### src/rtl/bresenham_pkg.sv
// Shared types and constants for the Bresenham beam tracer.
package bresenham_pkg;

  typedef enum logic [1:0] {
    IDLE,
    SETUP,
    EMIT,
    DONE
  } state_t;

  localparam logic CELL_OCCUPIED = 1'b0;
  localparam logic CELL_FREE     = 1'b1;

  // Headroom for |d| up to 2^W-1 plus the doubled error term, signed.
  function automatic int unsigned err_width(input int unsigned coord_w);
    return coord_w + 3;
  endfunction

endpackage

### src/rtl/bresenham_step.sv
// One Bresenham walk step: next cursor/error from the current ones, plus origin detect.
module bresenham_step
  import bresenham_pkg::*;
#(
  parameter int unsigned COORD_W = 8,
  parameter int unsigned ERR_W   = err_width(COORD_W)
) (
  input  logic [COORD_W-1:0]      cur_x,
  input  logic [COORD_W-1:0]      cur_y,
  input  logic [COORD_W-1:0]      org_x,
  input  logic [COORD_W-1:0]      org_y,
  input  logic signed [ERR_W-1:0] err,
  input  logic signed [ERR_W-1:0] dx,
  input  logic signed [ERR_W-1:0] dy,
  input  logic                    sx_pos,
  input  logic                    sy_pos,
  output logic [COORD_W-1:0]      nxt_x,
  output logic [COORD_W-1:0]      nxt_y,
  output logic signed [ERR_W-1:0] nxt_err,
  output logic                    at_origin
);

  logic signed [ERR_W-1:0] e2;

  always_comb begin
    e2      = err <<< 1;
    nxt_x   = cur_x;
    nxt_y   = cur_y;
    nxt_err = err;
    if (e2 >= dy) begin
      nxt_err = nxt_err + dy;
      nxt_x   = sx_pos ? cur_x + COORD_W'(1) : cur_x - COORD_W'(1);
    end
    // Both branches use the pre-step e2, so a diagonal move applies both adds.
    if (e2 <= dx) begin
      nxt_err = nxt_err + dx;
      nxt_y   = sy_pos ? cur_y + COORD_W'(1) : cur_y - COORD_W'(1);
    end
    at_origin = (cur_x == org_x) && (cur_y == org_y);
  end

endmodule

### src/rtl/bresenham_line_engine.sv
// Traces a sensor beam from endpoint back to origin, streaming one grid cell per transfer.
module bresenham_line_engine
  import bresenham_pkg::*;
#(
  parameter int unsigned COORD_W = 8
) (
  input  logic               clock,
  input  logic               reset,
  input  logic               start,
  input  logic               abort,
  input  logic [COORD_W-1:0] origin_x,
  input  logic [COORD_W-1:0] origin_y,
  input  logic [COORD_W-1:0] end_x,
  input  logic [COORD_W-1:0] end_y,
  input  logic               hit,
  output logic [COORD_W-1:0] cell_x,
  output logic [COORD_W-1:0] cell_y,
  output logic               cell_is_free,
  output logic               cell_valid,
  input  logic               cell_ready,
  output logic               busy,
  output logic               done
);

  localparam int unsigned ERR_W = err_width(COORD_W);

  state_t                  state_q, state_d;
  logic [COORD_W-1:0]      org_x_q, org_x_d, org_y_q, org_y_d;
  logic [COORD_W-1:0]      cur_x_q, cur_x_d, cur_y_q, cur_y_d;
  logic signed [ERR_W-1:0] err_q, err_d, dx_q, dx_d, dy_q, dy_d;
  logic                    sx_pos_q, sx_pos_d, sy_pos_q, sy_pos_d;
  logic                    hit_q, hit_d;
  logic                    cell_valid_q, cell_valid_d;
  logic                    cell_is_free_q, cell_is_free_d;
  logic                    done_q, done_d;
  logic                    busy_q, busy_d;

  logic [COORD_W-1:0]      nxt_x, nxt_y;
  logic signed [ERR_W-1:0] nxt_err;
  logic                    at_origin;

  logic signed [ERR_W-1:0] org_x_s, org_y_s, cur_x_s, cur_y_s, dx_abs, dy_abs;

  assign org_x_s = ERR_W'(org_x_q);
  assign org_y_s = ERR_W'(org_y_q);
  assign cur_x_s = ERR_W'(cur_x_q);
  assign cur_y_s = ERR_W'(cur_y_q);
  assign dx_abs  = (org_x_s > cur_x_s) ? org_x_s - cur_x_s : cur_x_s - org_x_s;
  assign dy_abs  = (org_y_s > cur_y_s) ? org_y_s - cur_y_s : cur_y_s - org_y_s;

  bresenham_step #(
    .COORD_W(COORD_W),
    .ERR_W  (ERR_W)
  ) u_step (
    .cur_x    (cur_x_q),
    .cur_y    (cur_y_q),
    .org_x    (org_x_q),
    .org_y    (org_y_q),
    .err      (err_q),
    .dx       (dx_q),
    .dy       (dy_q),
    .sx_pos   (sx_pos_q),
    .sy_pos   (sy_pos_q),
    .nxt_x    (nxt_x),
    .nxt_y    (nxt_y),
    .nxt_err  (nxt_err),
    .at_origin(at_origin)
  );

  always_comb begin
    state_d        = state_q;
    org_x_d        = org_x_q;
    org_y_d        = org_y_q;
    cur_x_d        = cur_x_q;
    cur_y_d        = cur_y_q;
    err_d          = err_q;
    dx_d           = dx_q;
    dy_d           = dy_q;
    sx_pos_d       = sx_pos_q;
    sy_pos_d       = sy_pos_q;
    hit_d          = hit_q;
    cell_valid_d   = cell_valid_q;
    cell_is_free_d = cell_is_free_q;
    done_d         = 1'b0;
    busy_d         = busy_q;

    unique case (state_q)
      IDLE: begin
        if (start) begin
          state_d = SETUP;
          busy_d  = 1'b1;
          org_x_d = origin_x;
          org_y_d = origin_y;
          cur_x_d = end_x;
          cur_y_d = end_y;
          hit_d   = hit;
        end
      end
      SETUP: begin
        // The cursor already holds the endpoint; steps head back toward the origin.
        state_d        = EMIT;
        dx_d           = dx_abs;
        dy_d           = -dy_abs;
        err_d          = dx_abs - dy_abs;
        sx_pos_d       = org_x_q > cur_x_q;
        sy_pos_d       = org_y_q > cur_y_q;
        cell_valid_d   = 1'b1;
        cell_is_free_d = hit_q ? CELL_OCCUPIED : CELL_FREE;
      end
      EMIT: begin
        if (cell_valid_q && cell_ready) begin
          if (at_origin) begin
            state_d      = DONE;
            cell_valid_d = 1'b0;
            done_d       = 1'b1;
          end else begin
            cur_x_d        = nxt_x;
            cur_y_d        = nxt_y;
            err_d          = nxt_err;
            cell_is_free_d = CELL_FREE;
          end
        end
      end
      DONE: begin
        state_d = IDLE;
        busy_d  = 1'b0;
      end
      default: state_d = IDLE;
    endcase

    if (abort && (state_q != IDLE)) begin
      state_d      = IDLE;
      cell_valid_d = 1'b0;
      done_d       = 1'b0;
      busy_d       = 1'b0;
    end
  end

  always_ff @(posedge clock) begin
    if (reset) begin
      state_q        <= IDLE;
      org_x_q        <= '0;
      org_y_q        <= '0;
      cur_x_q        <= '0;
      cur_y_q        <= '0;
      err_q          <= '0;
      dx_q           <= '0;
      dy_q           <= '0;
      sx_pos_q       <= 1'b0;
      sy_pos_q       <= 1'b0;
      hit_q          <= 1'b0;
      cell_valid_q   <= 1'b0;
      cell_is_free_q <= 1'b0;
      done_q         <= 1'b0;
      busy_q         <= 1'b0;
    end else begin
      state_q        <= state_d;
      org_x_q        <= org_x_d;
      org_y_q        <= org_y_d;
      cur_x_q        <= cur_x_d;
      cur_y_q        <= cur_y_d;
      err_q          <= err_d;
      dx_q           <= dx_d;
      dy_q           <= dy_d;
      sx_pos_q       <= sx_pos_d;
      sy_pos_q       <= sy_pos_d;
      hit_q          <= hit_d;
      cell_valid_q   <= cell_valid_d;
      cell_is_free_q <= cell_is_free_d;
      done_q         <= done_d;
      busy_q         <= busy_d;
    end
  end

  assign cell_x       = cur_x_q;
  assign cell_y       = cur_y_q;
  assign cell_is_free = cell_is_free_q;
  assign cell_valid   = cell_valid_q;
  assign busy         = busy_q;
  assign done         = done_q;

endmodule

### config.mk
export PLATFORM = sky130hd
export DESIGN_NAME = bresenham_line_engine
export DESIGN_NICKNAME = d
export VERILOG_FILES = /design/src/rtl/bresenham_pkg.sv /design/src/rtl/bresenham_step.sv /design/src/rtl/bresenham_line_engine.sv
export SDC_FILE = /design/constraint.sdc
export NUM_CORES = 1
export LEC_CHECK = 0
export CAP_MARGIN = 0
export CORE_MARGIN = 3
export CORE_UTILIZATION = 60
export CTS_BUF_LIST = sky130_fd_sc_hd__clkbuf_4 sky130_fd_sc_hd__clkbuf_8
export DETAILED_ROUTE_END_ITERATION = 10
export GPL_TIMING_DRIVEN = 0
export PLACE_DENSITY = 0.82
export SETUP_SLACK_MARGIN = 0.1
export SYNTH_ARGS = -nofsm -noshare
export SYNTH_HDL_FRONTEND = slang
export SYNTH_SLANG_ARGS = --single-unit
### constraint.sdc
create_clock -name clock -period 5.1 [get_ports clock]
set_input_delay 0.765 -clock clock [delete_from_list [all_inputs] [get_ports clock]]
set_output_delay 0.765 -clock clock [all_outputs]
set_load 0.01 [all_outputs]
==> results of run 1 <==
-- sequential cells by signal, indices dropped and copies added (netlist names) --
register	cells
sx_pos_q	1
cell_valid	1
dx_q	9
state_q	2
cell_x	8
done	1
org_y_q	8
cell_y	8
dy_q	11
busy	1
err_q	10
sy_pos_q	1
org_x_q	8
cell_is_free	1
hit_q	1
-- path summary, 6_finish.rpt --
kind         startpoint  depth (start not counted)       end
min            dy_q[10]                          2  dy_q[10]
max            err_q[6]                         15  err_q[9]
min reg2reg    dy_q[10]                          2  dy_q[10]
max reg2reg    err_q[6]                         15  err_q[9]
-- routing by layer --
layer / track usage [%] / share of wire, %
met1: 41.7 / 44
met5: 0 / 0
met2: 49.2 / 45
met3: 4.70 / 8.2
met4: 12.4 / 3.0
-- critical path, cell delays in order, from the launching register on --
cell and delay, ns:
dfxtp_1 0.41, ha_1 0.25, or3_1 0.36, nor3_1 0.24
a211oi_1 0.16, nor2_2 0.54, mux2_2 0.44, ha_1 0.33
and3_1 0.19, a221oi_1 0.44, a21oi_1 0.21, mux2i_1 0.16
a21oi_1 0.24, xnor3_1 0.40, nand2b_1 0.16, a31oi_1 0.16
-- synthesized netlist by cell type, drive strengths merged, types with 5 or more instances --
| cell | number | share of area (%) |
|---|---|---|
| o31ai | 7 | 1.1 |
| dfxtp | 71 | 20 |
| nand4 | 11 | 1.3 |
| a311oi | 5 | 0.62 |
| a211oi | 26 | 2.8 |
| or2 | 6 | 0.53 |
| mux2i | 18 | 2.6 |
| nand3 | 23 | 1.6 |
| o21bai | 7 | 0.74 |
| nor2b | 9 | 0.90 |
| mux2 | 5 | 0.80 |
| buf | 12 | 1.2 |
| a221oi | 5 | 0.62 |
| clkbuf | 19 | 1.3 |
| a21o | 17 | 1.8 |
| a31oi | 6 | 0.53 |
| or3 | 10 | 0.89 |
| nor2 | 63 | 3.4 |
| a21oi | 85 | 6.1 |
| ha | 96 | 17 |
| nor3 | 18 | 1.3 |
| xnor2 | 26 | 3.2 |
| fa | 9 | 2.6 |
| o21ai | 46 | 3.3 |
| and3 | 8 | 0.71 |
| xor2 | 10 | 1.2 |
| o22ai | 5 | 0.53 |
| inv | 87 | 4.6 |
| and2 | 7 | 0.66 |
| o211ai | 9 | 1.0 |
| o21a | 5 | 0.53 |
| o211a | 5 | 0.71 |
| nand2b | 5 | 0.44 |
| nand2 | 93 | 4.9 |
| a21boi | 11 | 1.2 |
| nor4 | 5 | 0.44 |
-- per-stage QoR --
| step | hold WS, ns | instances | util [%] | cell area (um2) |
|---|---|---|---|---|
| floorplan | 0.429 | 900 | - | 7060 |
| global placement | 0.446 | 1097 | 69.9 | 7800 |
| detailed placement | 0.445 | 1097 | 69.9 | 7800 |
| CTS | 0.461 | 1113 | 71.7 | 8010 |
| global route | 0.488 | 1113 | 71.7 | 8020 |
| finish | 0.466 | 1113 | 71.7 | 8020 |
-- area by class of cell --
cell class	count	area share [%]
clock buffer	11	1.81
sequential	71	17.7
timing repair buffer	57	7.12
buffer	31	2.20
multi-input combinational	709	64.1
clock inverter	5	0.718
inverter	89	4.17
tap	140	2.19
-- cells by family after synthesis --
family / count (synthesis) / synth area share [%]
AO/OA/AOI/OAI: 276 / 26.6
flip-flops: 71 / 20.1
XOR/XNOR: 37 / 4.79
AND/OR/NAND/NOR: 268 / 18.4
adder cells (fa/ha/maj): 105 / 19.6
multiplexers: 23 / 3.35
buffers and inverters: 120 / 7.23
-- layout by cell type, fill, tap and decap left out, types with 23 or more instances in the layout --
master,Yosys,routed
inv_1,87,87
nand3_1,23,23
o21ai_0,43,43
dfxtp_1,71,70
ha_1,96,96
xnor2_1,26,26
clkdlybuf4s50_1,0,57
nor2_1,62,62
a211oi_1,25,25
nand2_1,93,93
a21oi_1,84,83
==> results.yml, run 1 <==
global_routing:
  grt_pass1_wl_um: 32400
  grt-ovfl-total: 0
  grt_pass1_vias: 6483
  grt_max_degree: 13
  antenna_found_initial: 0
  grt_use_total_pct: 30.8
drt:
  drt_iter0_markers: 610
  drtPass1Iterations: 5
  wl_um: 19700
  wire_per_inst_um: 17.7
  antenna_left: 0
  vias_per_cell: 6.23
  vias: 6932
  drc: 0
synthesis:
  ys_async_sr_fraction_pct: 0
  ys_ff_latch: 71
  yosysWarnings: 0
  ys_seq_area_share_pct: 20.1
  synthFlopType: "dfxtp_1"
  synth_cells: 900
  synth_area_um2: 7060
  ys_types: 84
  synth_edf_count: 0
  synth.net_count: 1043
  syn_area_per_cell_um2: 7.84
clocking:
  tritoncts: "done"
  clk_path_buf_depth: 2
  clock_latency_ns: 0.36
  cts_setup_buffers: 0
  clockRootBuffer: "clkbuf_8"
  cts_made_buffers: 9
  postCtsHoldBufs: 0
  post_cts_resized: 0
  htreeDepth: 3
  path_clk_slew_ns: 0.09
  cts.sinks: 71
critical_path:
  crit_path_end_kind: "flip-flop"
  r2r_slack_ns: 0.34
  critical_path_required_ns: 5.38
  worstPathArrival_ns: 5.04
  critPathMaxFanout: 10
  startpoint_type: "flip-flop"
  critPathKind: "reg -> reg"
sta:
  totalNegativeSetupSlack_ns: 0
  fin_skew_ns: 0.0157
  period_needed_ns: 4.76
  fmax_mhz: 210
  slew_viol_final: 0
  rsz0062_at_grt: "no"
  worst_slack_ns: 0.341
  post-route-period-util_pct: 93.3
  hold_violations: 0
  setup_viol: 0
  slew-limit-headroom_pct: 13.2
  tightest_slew_ns: 1.30
floorplanning:
  dieHeight_um: 114
  chipWidth_um: 114
  rows: 38
  core_um2: 11200
  die_area_um2: 13100
  initial_core_util_pct: 63.2
  pin_count: 58
layout:
  seq_area_um2: 1420
  drive_gt1_share_pct: 6.58
  diodes: 0
  multi_input_area_um2: 5130
  areaGrowthSynthToFinish_pct: 13.6
  fin_nets: 1111
  fill_cells: 920
placement:
  place_ws_ns: 0.412
  routabilityCongestion: 0.970
  place_hpwl_um: 15600
  port_buffers: 57
run:
  drv_cap: 0
run_status:
  status: "completed"
hold_path:
  hp-class: "reg -> reg"
Power of run 1 is left out: the tool's default activity adds up to more than one toggle a clock period on the data nets, which glitch-free logic cannot reach.
==> inputs of run 2 (changes only) <==
Settings changed: SKIP_LAST_GASP set to 1, SLEW_MARGIN set to 20.
==> run 2 against run 1 <==
  * Final area is essentially flat
  * Global-route usage is the same
  * Clock-buffer cell count is the same
  * Sequential share of layout area is essentially flat
  * Sequential cell count is the same
  * Wire length grew 0.44%
  * Via count grew 0.14%
  * Critical path type unchanged
  * Largest cell class unchanged
==> results.yml, run 2 (synthesized netlist as in run 1, its figures left out) <==
run_status:
  status: "completed"
drt:
  drt_iter0_markers: 641
  vias: 6942
  drc: 0
  wl_um: 19800
  antenna_left: 0
  wire_per_inst_um: 17.8
  vias_per_cell: 6.24
  drtPass1Iterations: 5
clocking:
  cts_setup_buffers: 0
  path_clk_slew_ns: 0.08
  clk_path_buf_depth: 2
  htreeDepth: 3
  clockRootBuffer: "clkbuf_8"
  tritoncts: "done"
  postCtsHoldBufs: 0
  cts.sinks: 71
  post_cts_resized: 0
  cts_made_buffers: 9
  clock_latency_ns: 0.36
sta:
  hold_violations: 0
  slew-limit-headroom_pct: 46.0
  fin_hold_ws_ns: 0.466
  setup_viol: 0
  period_needed_ns: 4.70
  post-route-period-util_pct: 92.1
  fmax_mhz: 213
  tightest_slew_ns: 0.810
  fin_skew_ns: 0.0146
  rsz0062_at_grt: "no"
  slew_viol_final: 0
  totalNegativeSetupSlack_ns: 0
global_routing:
  antenna_found_initial: 0
  grt_pass1_wl_um: 32400
  use_met3_pct: 4.70
  globalRoute.busiestLayer: "met2"
  grt_use_total_pct: 30.8
  grt_max_degree: 13
  grt_use_met1_pct: 41.7
  gr-usage-met2_pct: 49.2
  grt-ovfl-total: 0
  grt_pass1_vias: 6483
floorplanning:
  initial_core_util_pct: 63.2
  core_um2: 11200
  rows: 38
  die_area_um2: 13100
  pin_count: 58
  chipWidth_um: 114
  dieHeight_um: 114
layout:
  drive_gt1_share_pct: 6.68
  layout_common_cells: "ha_1, nand2_1, inv_1"
  seq_area_um2: 1420
  largest_register_ffs: 11
  fin_nets: 1111
  areaGrowthSynthToFinish_pct: 13.7
  final_area_um2: 8020
  diodes: 0
  multi_input_area_um2: 5140
  fill_cells: 920
  layout_commonest_cell: "ha_1"
  top_register: "dy_q"
  reg_top3: "dy_q x11, err_q x10, dx_q x9"
critical_path:
  crit_path_end_kind: "flip-flop"
  critical_path_required_ns: 5.38
  critPathMaxFanout: 10
  worstPathArrival_ns: 4.98
  critPathKind: "reg -> reg"
  startpoint_type: "flip-flop"
placement:
  routabilityCongestion: 0.970
  postPlaceCellArea_um2: 7800
  port_buffers: 57
  place_hpwl_um: 15600
hold_path:
  hp-class: "reg -> reg"
run:
  drv_cap: 0
==> run 2: cell counts in the layout (fill, tap and decap cells not counted) <==
Identical to the previous run, type by type.
==> run 2: metal layers <==
metal	vias to the layer above	share of wire (%)
li1	3375	-
met1	3173	43
met2	347	45
met3	47	8.5
met4	0	3.0
met5	-	0
==> run 2: layout make-up <==
class / count / share of cell area, %
multi-input combinational: 709 / 64.1
inverter: 89 / 4.16
sequential: 71 / 17.7
buffer: 31 / 2.20
clock buffer: 11 / 1.81
clock inverter: 5 / 0.717
tap: 140 / 2.18
timing repair buffer: 57 / 7.11
==> run 2: stage by stage <==
step,utilization (%),std cells,worst slack [ns]
2_1_floorplan,-,900,1.07
3_3_place_gp,69.9,1097,0.500
3_5_place_dp,69.9,1097,0.412
4_1_cts,71.7,1113,0.314
5_1_grt,71.8,1113,0.102
6_report,71.8,1113,0.401
==> run 2: path summary, 6_finish.rpt <==
kind | to | slack (ns) | from | depth (start not counted)
max | err_q[9] | 0.40 | err_q[6] | 15
min | dy_q[10] | 0.47 | dy_q[10] | 2
max reg2reg | err_q[9] | 0.40 | err_q[6] | 15
min reg2reg | dy_q[10] | 0.47 | dy_q[10] | 2
==> run 2: critical path, stage by stage (launching register included) <==
cell and delay, ns:
dfxtp_1 0.40, ha_1 0.24, or3_1 0.36, nor3_1 0.23, a211oi_1 0.16, nor2_2 0.53
mux2_2 0.44, ha_1 0.33, and3_1 0.19, a221oi_1 0.41, a21oi_1 0.21, mux2i_1 0.16
a21oi_1 0.23, xnor3_1 0.40, nand2b_1 0.16, a31oi_1 0.16
Power of run 2 is left out for the same reason.
